--- src/rtl/cpu_sequencer_pkg.sv ---
// Shared CPU definitions: sequencer state encoding, CB prefix byte, interrupt
// vector base and IRQ bit positions (also consumed by the decode lookup).
package cpu_sequencer_pkg;

    typedef enum logic [2:0] {
        ST_FETCH    = 3'd0,
        ST_CB_FETCH = 3'd1,
        ST_EXEC     = 3'd2,
        ST_HALT     = 3'd3,
        ST_INT      = 3'd4
    } seq_state_e;

    localparam int unsigned IRQ_W     = 5;
    localparam int unsigned IRQ_IDX_W = 3;

    localparam logic [7:0] CB_PREFIX    = 8'hCB;
    localparam logic [7:0] IRQ_VEC_BASE = 8'h40;

    localparam int unsigned IRQ_VBLANK   = 0;
    localparam int unsigned IRQ_LCD_STAT = 1;
    localparam int unsigned IRQ_TIMER    = 2;
    localparam int unsigned IRQ_SERIAL   = 3;
    localparam int unsigned IRQ_JOYPAD   = 4;

    // Restart address for interrupt source idx: 0x40 + 8*idx.
    function automatic logic [7:0] irq_vector(input logic [IRQ_IDX_W-1:0] idx);
        return IRQ_VEC_BASE + {2'b00, idx, 3'b000};
    endfunction

endpackage

--- src/rtl/cpu_sequencer_irq_prio.sv ---
// Lowest-set-bit priority encoder over the pending interrupt lines.
module cpu_sequencer_irq_prio
    import cpu_sequencer_pkg::*;
(
    input  logic [IRQ_W-1:0]     i_pend,
    output logic                 o_any_c,
    output logic [IRQ_IDX_W-1:0] o_idx_c,
    output logic [IRQ_W-1:0]     o_onehot_c
);

    // Scan high to low so the lowest set bit wins.
    always_comb begin
        o_idx_c = '0;
        for (int i = IRQ_W - 1; i >= 0; i--) begin
            if (i_pend[i]) begin
                o_idx_c = IRQ_IDX_W'(i);
            end
        end
    end

    assign o_onehot_c = i_pend & (~i_pend + IRQ_W'(1));
    assign o_any_c    = |i_pend;

endmodule

--- src/rtl/cpu_sequencer.sv ---
// Instruction sequencer: T-state/M-cycle timing, opcode fetch (incl. CB
// prefix), multi-cycle execute, HALT, IME/EI delay and interrupt dispatch.
module cpu_sequencer
    import cpu_sequencer_pkg::*;
#(
    parameter int unsigned INT_MCYCLES = 5
) (
    input  logic                 clk,
    input  logic                 rst,
    input  logic [7:0]           bus_rdata,
    input  logic [2:0]           op_mcycles,
    input  logic                 cond_fail,
    input  logic                 ei_req,
    input  logic                 di_req,
    input  logic                 halt_req,
    input  logic [IRQ_W-1:0]     int_pend,
    output logic [7:0]           opcode,
    output logic                 cb_prefix,
    output logic [1:0]           tstate,
    output logic [2:0]           mcycle,
    output logic                 fetch,
    output logic [IRQ_W-1:0]     int_ack,
    output logic [7:0]           int_vector,
    output logic                 ime,
    output logic                 halted
);

    localparam logic [2:0] INT_LAST = 3'(INT_MCYCLES - 1);
    localparam logic [2:0] INT_PRE  = 3'(INT_MCYCLES - 2);
    localparam logic       INT_ONE  = (INT_MCYCLES == 1);

    seq_state_e           r_state;
    logic [1:0]           r_tstate;
    logic [2:0]           r_mcycle;
    logic [7:0]           r_opcode;
    logic                 r_cb_prefix;
    logic                 r_fetch;
    logic                 r_ime;
    logic                 r_ei_pend;
    logic                 r_halted;
    logic [IRQ_W-1:0]     r_int_ack;
    logic [7:0]           r_int_vector;
    logic [IRQ_IDX_W-1:0] r_irq_idx;
    logic [IRQ_W-1:0]     r_irq_onehot;

    logic                 w_prio_any;
    logic [IRQ_IDX_W-1:0] w_prio_idx;
    logic [IRQ_W-1:0]     w_prio_onehot;

    logic                 w_tstate_last;
    logic                 w_cb_cnt;
    logic [3:0]           w_steps;
    logic [3:0]           w_need;
    logic                 w_last;
    logic                 w_boundary;
    logic                 w_ime_eff;
    logic                 w_dispatch;
    logic                 w_halt_int;
    logic                 w_int_entry;
    seq_state_e           w_bnd_state;
    logic                 w_ack_go;
    logic [IRQ_IDX_W-1:0] w_ack_idx;
    logic [IRQ_W-1:0]     w_ack_onehot;

    cpu_sequencer_irq_prio u_irq_prio (
        .i_pend     (int_pend),
        .o_any_c    (w_prio_any),
        .o_idx_c    (w_prio_idx),
        .o_onehot_c (w_prio_onehot)
    );

    assign w_tstate_last = (r_tstate == 2'd3);

    // A CB-prefixed instruction's count excludes the prefix M-cycle.
    assign w_cb_cnt = (r_state == ST_CB_FETCH) || ((r_state == ST_EXEC) && r_cb_prefix);
    assign w_steps  = {1'b0, r_mcycle} + 4'd1 - {3'b000, w_cb_cnt};
    assign w_need   = (op_mcycles == 3'd0) ? 4'd1 : {1'b0, op_mcycles};
    assign w_last   = cond_fail || (w_steps >= w_need);

    assign w_boundary = w_tstate_last && w_last &&
                        ((r_state == ST_EXEC) || (r_state == ST_CB_FETCH) ||
                         ((r_state == ST_FETCH) && (bus_rdata != CB_PREFIX)));

    // A pending EI counts at the boundary of the instruction that follows it.
    assign w_ime_eff   = (r_ime || r_ei_pend) && !di_req;
    assign w_dispatch  = w_boundary && w_ime_eff && w_prio_any;
    assign w_halt_int  = w_tstate_last && (r_state == ST_HALT) && w_prio_any && r_ime;
    assign w_int_entry = w_dispatch || w_halt_int;
    assign w_bnd_state = w_dispatch ? ST_INT : (halt_req ? ST_HALT : ST_FETCH);

    // Acknowledge is launched on the edge that starts the final INT M-cycle.
    assign w_ack_go = (w_int_entry && INT_ONE) ||
                      (w_tstate_last && (r_state == ST_INT) && !INT_ONE && (r_mcycle == INT_PRE));
    assign w_ack_idx    = (r_state == ST_INT) ? r_irq_idx    : w_prio_idx;
    assign w_ack_onehot = (r_state == ST_INT) ? r_irq_onehot : w_prio_onehot;

    always_ff @(posedge clk) begin
        if (rst) begin
            r_state      <= ST_FETCH;
            r_tstate     <= '0;
            r_mcycle     <= '0;
            r_opcode     <= '0;
            r_cb_prefix  <= 1'b0;
            r_fetch      <= 1'b1;
            r_ime        <= 1'b0;
            r_ei_pend    <= 1'b0;
            r_halted     <= 1'b0;
            r_int_ack    <= '0;
            r_int_vector <= '0;
            r_irq_idx    <= '0;
            r_irq_onehot <= '0;
        end else begin
            r_tstate  <= r_tstate + 2'd1;
            r_int_ack <= '0;
            if (w_ack_go) begin
                r_int_ack    <= w_ack_onehot;
                r_int_vector <= irq_vector(w_ack_idx);
            end
            if (w_tstate_last) begin
                if (w_boundary) begin
                    r_ime     <= w_ime_eff;
                    r_ei_pend <= ei_req && !di_req;
                end
                if (w_int_entry) begin
                    r_ime        <= 1'b0;
                    r_ei_pend    <= 1'b0;
                    r_irq_idx    <= w_prio_idx;
                    r_irq_onehot <= w_prio_onehot;
                end
                case (r_state)
                    ST_FETCH: begin
                        r_opcode    <= bus_rdata;
                        r_cb_prefix <= 1'b0;
                        if (bus_rdata == CB_PREFIX) begin
                            r_state  <= ST_CB_FETCH;
                            r_mcycle <= 3'd1;
                        end else if (!w_last) begin
                            r_state  <= ST_EXEC;
                            r_mcycle <= 3'd1;
                            r_fetch  <= 1'b0;
                        end
                    end
                    ST_CB_FETCH: begin
                        r_opcode    <= bus_rdata;
                        r_cb_prefix <= 1'b1;
                        if (!w_last) begin
                            r_state  <= ST_EXEC;
                            r_mcycle <= r_mcycle + 3'd1;
                            r_fetch  <= 1'b0;
                        end
                    end
                    ST_EXEC: begin
                        if (!w_last) begin
                            r_mcycle <= r_mcycle + 3'd1;
                        end
                    end
                    ST_HALT: begin
                        if (w_prio_any) begin
                            r_halted <= 1'b0;
                            r_mcycle <= '0;
                            if (r_ime) begin
                                r_state <= ST_INT;
                                r_fetch <= 1'b0;
                            end else begin
                                r_state <= ST_FETCH;
                                r_fetch <= 1'b1;
                            end
                        end
                    end
                    ST_INT: begin
                        if (r_mcycle == INT_LAST) begin
                            r_state  <= ST_FETCH;
                            r_mcycle <= '0;
                            r_fetch  <= 1'b1;
                        end else begin
                            r_mcycle <= r_mcycle + 3'd1;
                        end
                    end
                    default: begin
                        r_state  <= ST_FETCH;
                        r_mcycle <= '0;
                        r_fetch  <= 1'b1;
                    end
                endcase
                // Instruction boundary overrides the per-state advance above.
                if (w_boundary) begin
                    r_state  <= w_bnd_state;
                    r_mcycle <= '0;
                    r_fetch  <= (w_bnd_state == ST_FETCH);
                    r_halted <= (w_bnd_state == ST_HALT);
                end
            end
        end
    end

    assign opcode     = r_opcode;
    assign cb_prefix  = r_cb_prefix;
    assign tstate     = r_tstate;
    assign mcycle     = r_mcycle;
    assign fetch      = r_fetch;
    assign int_ack    = r_int_ack;
    assign int_vector = r_int_vector;
    assign ime        = r_ime;
    assign halted     = r_halted;

endmodule

--- config.mk ---
export PLATFORM = sky130hd
export DESIGN_NAME = cpu_sequencer
export DESIGN_NICKNAME = d
export VERILOG_FILES = /design/src/rtl/cpu_sequencer_pkg.sv /design/src/rtl/cpu_sequencer_irq_prio.sv /design/src/rtl/cpu_sequencer.sv
export SDC_FILE = /design/constraint.sdc
export NUM_CORES = 1
export LEC_CHECK = 0
export ABC_AREA = 1
export CORE_MARGIN = 2
export CORE_UTILIZATION = 49
export CTS_BUF_LIST = sky130_fd_sc_hd__clkbuf_8 sky130_fd_sc_hd__clkbuf_16
export DETAILED_ROUTE_END_ITERATION = 6
export DONT_BUFFER_PORTS = 1
export PLACE_DENSITY = 0.61
export SETUP_SLACK_MARGIN = 0.15
export SLEW_MARGIN = 20
export SYNTH_ARGS = -nofsm -noshare
export SYNTH_HDL_FRONTEND = slang
export SYNTH_HIERARCHICAL = 1
export SYNTH_SLANG_ARGS = --single-unit
export TNS_END_PERCENT = 30
--- constraint.sdc ---
create_clock -name clk -period 6 [get_ports clk]
set_input_delay 1.2 -clock clk [delete_from_list [all_inputs] [get_ports clk]]
set_output_delay 1.2 -clock clk [all_outputs]
set_load 0.05 [all_outputs]
Yosys cells after proc, flatten, opt, wreduce, memory -nomap -nowiden
Index checks and enable logic that the tools add are counted.

word-level totals
  input bits = 22
  bits in registers = 42
  output and inout port bits = 30

operators by class
  $add $sub $neg = 6
  reduce and logical (&&, ||, !) cells = 39
  equality and inequality tests = 16
  bitwise gates (word level) = 3
  muxes and demuxes = 39
  order comparisons = 1

operator list
  operator                                                count
  2-to-1 mux 3 bit                                        20
  one-hot mux 3 bit (5 select lines)                      1
  logical AND 1 bit                                       13
  2-to-1 mux 1 bit                                        13
  equality test 3 x 2 -> 1 bit (second input constant)    4
  one-hot mux 3 bit (4 select lines)                      1
  logical NOT 3 bit                                       3
  adder 7 x 6 -> 8 bit (first input constant)             1
  equality test 8 bit (second input constant)             1
  inequality test 8 bit (second input constant)           1
  AND reduction 2 bit                                     4
  AND reduction 4 bit                                     2
  nonzero test 2 bit                                      4
  equality test 3 bit (second input constant)             2
  logical OR 1 bit                                        6
  inequality test 3 x 2 -> 1 bit (second input constant)  2
  inequality test 3 bit (second input constant)           2
  OR reduction 2 bit                                      3
  adder 5 x 1 -> 5 bit (second input constant)            1
  bitwise AND 5 bit                                       1
  2-to-1 mux 5 bit                                        1
  NOT 5 bit                                               1
  one-hot mux 1 bit (5 select lines)                      1
  AND reduction 5 bit                                     1
  15 further kinds                                        15

Depth between registers and ports, before layout
  word-level depth = 13
  gate-level depth with buffers = 19
  gate-level depth less buffers = 19

Modules after synthesis
Netlist, hierarchy kept.

modules (own cells, without submodules)
  module                  area an instance (um2)  times used  seq. area each (um2)  cells an instance
  cpu_sequencer           1909.3                  1           760.7                 272
  cpu_sequencer_irq_prio  78.8                    1           0.0                   18

Worst setup path after synthesis
No wires, ideal clock.

  path kind = register to register
  start = register r_cb_prefix (netlist: cb_prefix)
  end = register r_ei_pend
  path buffers = 1
  cell stages (with the launch flop) = 13
  setup slack = 3.353 ns
  arrival time = 2.529 ns
  cell sequence = dfxtp_1 o21ai_0 ha_1 ha_1 fa_1 inv_1 nor2_1 nand2_1 a21oi_1 nand2_1 buf_4 o211ai_1 nor2_1

between the ends
  cells in the longest elaborated chain, start to end = 12
  elaborated cells between the ends (all ways) = 13
  classes of those cells = 1 x add/sub; 1 x order compare; 1 x mux; 10 x reduce/logical

RTL lines
  element                               line                  source
  start, declared                       cpu_sequencer.sv:36   logic r_cb_prefix;
  start signal, assigned                cpu_sequencer.sv:103  r_cb_prefix <= 1'b0;
  start signal, assigned                cpu_sequencer.sv:133  r_cb_prefix <= 1'b0;
  start signal, assigned                cpu_sequencer.sv:145  r_cb_prefix <= 1'b1;
  logical AND 1 bit (*)                 cpu_sequencer.sv:75   assign w_cb_cnt = (r_state == ST_CB_FETCH) || ((r_state == ST_EXEC) && r_cb_prefix);
  logical OR 1 bit (*)                  cpu_sequencer.sv:75
  subtractor 4 x 1 -> 4 bit (*)         cpu_sequencer.sv:76   assign w_steps = {1'b0, r_mcycle} + 4'd1 - {3'b000, w_cb_cnt};
  >= comparator 4 x 3 -> 1 bit (*)      cpu_sequencer.sv:78   assign w_last = cond_fail || (w_steps >= w_need);
  logical OR 1 bit (*)                  cpu_sequencer.sv:78
  logical AND 1 bit (*) (2 in series)   cpu_sequencer.sv:80   assign w_boundary = w_tstate_last && w_last &&
  logical AND 1 bit (2 in series)       cpu_sequencer.sv:86   assign w_dispatch = w_boundary && w_ime_eff && w_prio_any;
  logical OR 1 bit                      cpu_sequencer.sv:88   assign w_int_entry = w_dispatch || w_halt_int;
  nonzero test 2 bit (no source line)   n/a
  AND reduction 2 bit (no source line)  n/a
  end signal, assigned                  cpu_sequencer.sv:122  r_ei_pend <= ei_req && !di_req;
  end, declared                         cpu_sequencer.sv:39   logic r_ei_pend;

Every way passes the cells marked *; elsewhere a longest branch is shown, timed or not.
A chain may end at the register's enable or synchronous reset.

Worst setup path after layout
  start = register r_state[2]
  end = register r_irq_idx[0]

between the ends
  cells in the longest elaborated chain, start to end = 12
  elaborated cells between the ends (all ways) = 21
  classes of those cells = 1 x add/sub; 1 x order compare; 3 x eq/ne; 16 x reduce/logical

RTL lines
  element                                   line                                      source
  start, declared                           cpu_sequencer.sv:32                       seq_state_e r_state;
  start signal, assigned                    cpu_sequencer.sv:187                      r_state <= w_bnd_state;
  equality test 3 x 2 -> 1 bit              cpu_sequencer.sv:75, cpu_sequencer.sv:81
  logical AND 1 bit                         cpu_sequencer.sv:75
  logical OR 1 bit                          cpu_sequencer.sv:75
  subtractor 4 x 1 -> 4 bit                 cpu_sequencer.sv:76
  >= comparator 4 x 3 -> 1 bit              cpu_sequencer.sv:78
  logical OR 1 bit                          cpu_sequencer.sv:78
  logical AND 1 bit (2 in series)           cpu_sequencer.sv:80
  logical AND 1 bit (2 in series)           cpu_sequencer.sv:86
  logical OR 1 bit (*)                      cpu_sequencer.sv:88
  AND reduction 2 bit (no source line) (*)  n/a
  end signal, assigned                      cpu_sequencer.sv:127                      r_irq_idx <= w_prio_idx;
  end, declared                             cpu_sequencer.sv:43                       logic [IRQ_IDX_W-1:0] r_irq_idx;

Marked as above.

==> flow_summary_export.csv <==
group,metric,value,unit
setup_path,crit_path_cell_trace,"nor2_2, nand2_1, nand2_1, o21ai_0, ha_1, ha_1, fa_1, inv_1, nor2_1, nand2_1, a21oi_1, nand4_2, nand2_1, nand2_4, nor2_1, nor2_1",
synth,synth_cell_type_count,30,
layout,drive_above_1_share,0.07639,
clock_tree,cts_hold_buffers,0,
sta,max_slew_margin,0.5374,
synth,synth_xor_area_frac,0,
sta,period_needed,3.106,ns
global_routing,grt.overflow.total,0,
worst_hold_path,hp-start,"r_irq_idx[2]",
placed_design,io_buffers,0,
synth,synth_flop_cell,"dfxtp_1",
sta,tns,0,ns
power_and_ir_drop,leakage,1.082,nW
route,drc_errors,0,
sta,finalSetupViolCount,0,
clock_tree,cts_sinks,38,
global_routing,grt.total_usage,0.2008,
sta,rsz0062_at_grt,"false",
power_and_ir_drop,powerDensity,269.0,nW/um^2
clock_tree,htreeDepth,2,
setup_path,crit_path_frequent_cell,"nand2_1",
floorplan,start_util,0.5043,
floorplan,ios,52,
global_routing,grt_max_degree,26,
clock_tree,clk_pin_slew_worst_paths,0.07,ns
floorplan,die_x,67.70,um
sta,fmax,0.3219,GHz
power_and_ir_drop,ir_drop,0.1988,mV
synth,synth_simple_gate_area_share,0.2826,
setup_path,crit_type,"reg -> reg",
setup_path,worstReg2RegEnd,"r_irq_idx[0]",
setup_path,slowest_stage,"fa_1",
global_routing,grt_pass1_wl,6824,um
synth,muxShareOfSynthArea,0,
clock_tree,clkLatencyLatePin,0.29,ns
clock_tree,post_cts_buffers,0,
sta,min_period_over_period,0.5177,
route,routedWlPerCell,12.17,um
synth,synth_top_family_by_area,"simple AND/OR/NAND/NOR gates",
synth,ys_seq_area_frac,0.3826,
synth,yosysWarnings,6,
floorplan,dieArea,4583,um^2
route,wirelength,4114,um
worst_hold_path,whs_path_depth,2,
synth,synth_top_area_share,0.3826,
setup_path,slowest_delay,0.51,ns
sta,clock_skew,0.003895,ns
synth,synthAdderAreaFrac,0.06671,
run_status,status,"finished clean",
synth,yosysMostFrequentCell,"nand2_1",
sta,drv_slew,0,
synth,ys_top_cells_by_count,"nand2_1 (50), nor2_1 (49), inv_1 (47), dfxtp_1 (38), o21ai_0 (22)",
setup_path,reg2reg_depth,16,
placed_design,placed_area,1984,um^2
route,dr.pass1.iters,4,
setup_path,reg2reg_from,"r_state[2]",
synth,synth_compound_area_frac,0.1309,
setup_path,crit_path_max_fanout,14,
setup_path,setup.worst_path.end_class,"register",
synth,synth_area_leaders,"dfxtp_1 (38%), nand2_1 (9.4%), nor2_1 (9.3%)",
setup_path,cp-start-kind,"register",
clock_tree,cts-root-buf,"clkbuf_8",
global_routing,first_global_vias,1459,
power_and_ir_drop,switching_power,0.1552,mW
job,max_cap_violations,0,
power_and_ir_drop,pwr-share-clk,0.397,
setup_path,cp-startpoint,"r_state[2]",
power_and_ir_drop,p_comb_frac,0.096,
synth,yosysTopAreaCell,"dfxtp_1",
placed_design,hpwlAfterDp,3073,um
route,num_vias,1636,
setup_path,path_buf_inv,1,
setup_path,worstPathArrival,3.30,ns
synth,synth_cells,290,
synth,synth_area_per_cell,6.856,um^2
worst_hold_path,hold_path.class,"reg -> reg",
floorplan,rows,23,
worst_hold_path,holdPathEnd,"int_vector[5]",
route,viasPerCell,4.840,
floorplan,core_area,3943,um^2
power_and_ir_drop,p_int,0.4090,mW
setup_path,path_delay_family,"simple AND/OR/NAND/NOR gates",
route,drt_iter0_markers,94,
synth,synth_edf_count,0,
setup_path,ff2ff_setup_slack,2.89,ns
clock_tree,cts_tree,"yes",
layout,finish.net_count,320,
sta,timing.hold.ws,0.4696,ns
sta,worstMarginPinSlew,0.6932,ns
floorplan,fp.dieH,67.70,um
clock_tree,ctsLongestPathBuffers,2,
synth,synth_area,1988,um^2
layout,final_area,2097,um^2
setup_path,cp_data_required_time,6.19,ns
synth,synth.ff_latch_count,38,
clock_tree,cts_inserted_buffers,5,
clock_tree,cts_resized,0,
layout,antenna_cells,0,
sta,hold_viol,0,
global_routing,antenna_found_initial,0,
route,antenna_left,0,
power_and_ir_drop,swShare,0.2751,
synth,synthArstFlopShare,0,
layout,syn2layout_area_growth,5.475,%
power_and_ir_drop,seqPwrFrac,0.507,
placed_design,gp_congestion,0.8403,
-- layout by cell type, fill, tap and decap left out --
cell type,instances
o21a_1,2
nand2_1,50
inv_2,3
nand2_4,1
a21oi_1,18
clkinv_1,1
a211oi_2,1
nand3_1,19
nor3_2,1
fa_1,1
inv_1,47
dfxtp_1,38
nor3_1,1
nand4_1,2
o311ai_1,1
nor2_2,4
a21oi_2,1
clkbuf_8,6
o211ai_1,1
ha_1,9
bufinv_16,1
o21bai_1,1
nand4_2,1
conb_1,4
o21ai_0,22
nand2_2,3
nor2_1,49
-- cells by family (layout without fill, tap and decap cells) --
group,count (synthesis),in the layout
compound gates,47,47
fa+ha+maj,10,10
buf+inv,63,58
flops,38,38
other cells,1,4
simple gates,131,131
-- sequential cells by signal (all words and copies together) (netlist names) --
name and count:
opcode 8, int_ack 5, r_irq_onehot 5, int_vector 4, mcycle 3, r_irq_idx 3, r_state 3, tstate 2
cb_prefix 1, fetch 1, halted 1, ime 1, r_ei_pend 1
-- layout make-up --
cell class / instances / area (um^2)
Clock buffer: 6 / 82.58
Clock inverter: 1 / 30.03
Fill cell: 422 / 1846
Inverter: 51 / 191.4
Multi-Input combinational cell: 192 / 969.7
Sequential cell: 38 / 760.7
Tap cell: 50 / 62.56
-- power by group through the flow --
stage	Clock (mW)	Sequential [mW]	Combinational, mW
after CTS	0.227	0.286	0.0545
after global routing	0.235	0.287	0.0634
after floorplan	0	0.290	0.0494
after global placement	0	0.292	0.0543
final	0.224	0.286	0.0540
after detailed placement	0	0.292	0.0543
-- layer usage --
layer,share of wire,track usage,vias up
met3,0.076,0.07500,4
met4,0.0095,0.06122,0
li1,-,-,887
met2,0.42,0.2892,52
met5,0,0,-
met1,0.50,0.2761,693
-- tightest hold or removal path, cell delays in order, from the launching register on --
cell	delay, ns
dfxtp_1	0.30
inv_1	0.07
a21oi_1	0.06
-- per-stage QoR --
stage	power (mW)	util	worst slack [ns]	instances
after floorplan	0.3397	-	3.353	293
after global placement	0.3465	0.5033	2.946	331
after detailed placement	0.3464	0.5033	2.866	331
after CTS	0.5683	0.5319	2.874	338
after global routing	0.5862	0.5319	2.596	338
final	0.5642	0.5319	2.894	338
-- how the worst max path moves through the flow --
stage / endpoint / cells after the start
floorplan: r_ei_pend / 12
global placement: r_irq_idx[2] / 13
detailed placement: r_irq_idx[0] / 13
CTS: r_irq_idx[0] / 13
global route: r_irq_idx[0] / 16
finish: r_irq_idx[0] / 16
Note: power is estimated with default switching activity, not from simulation.
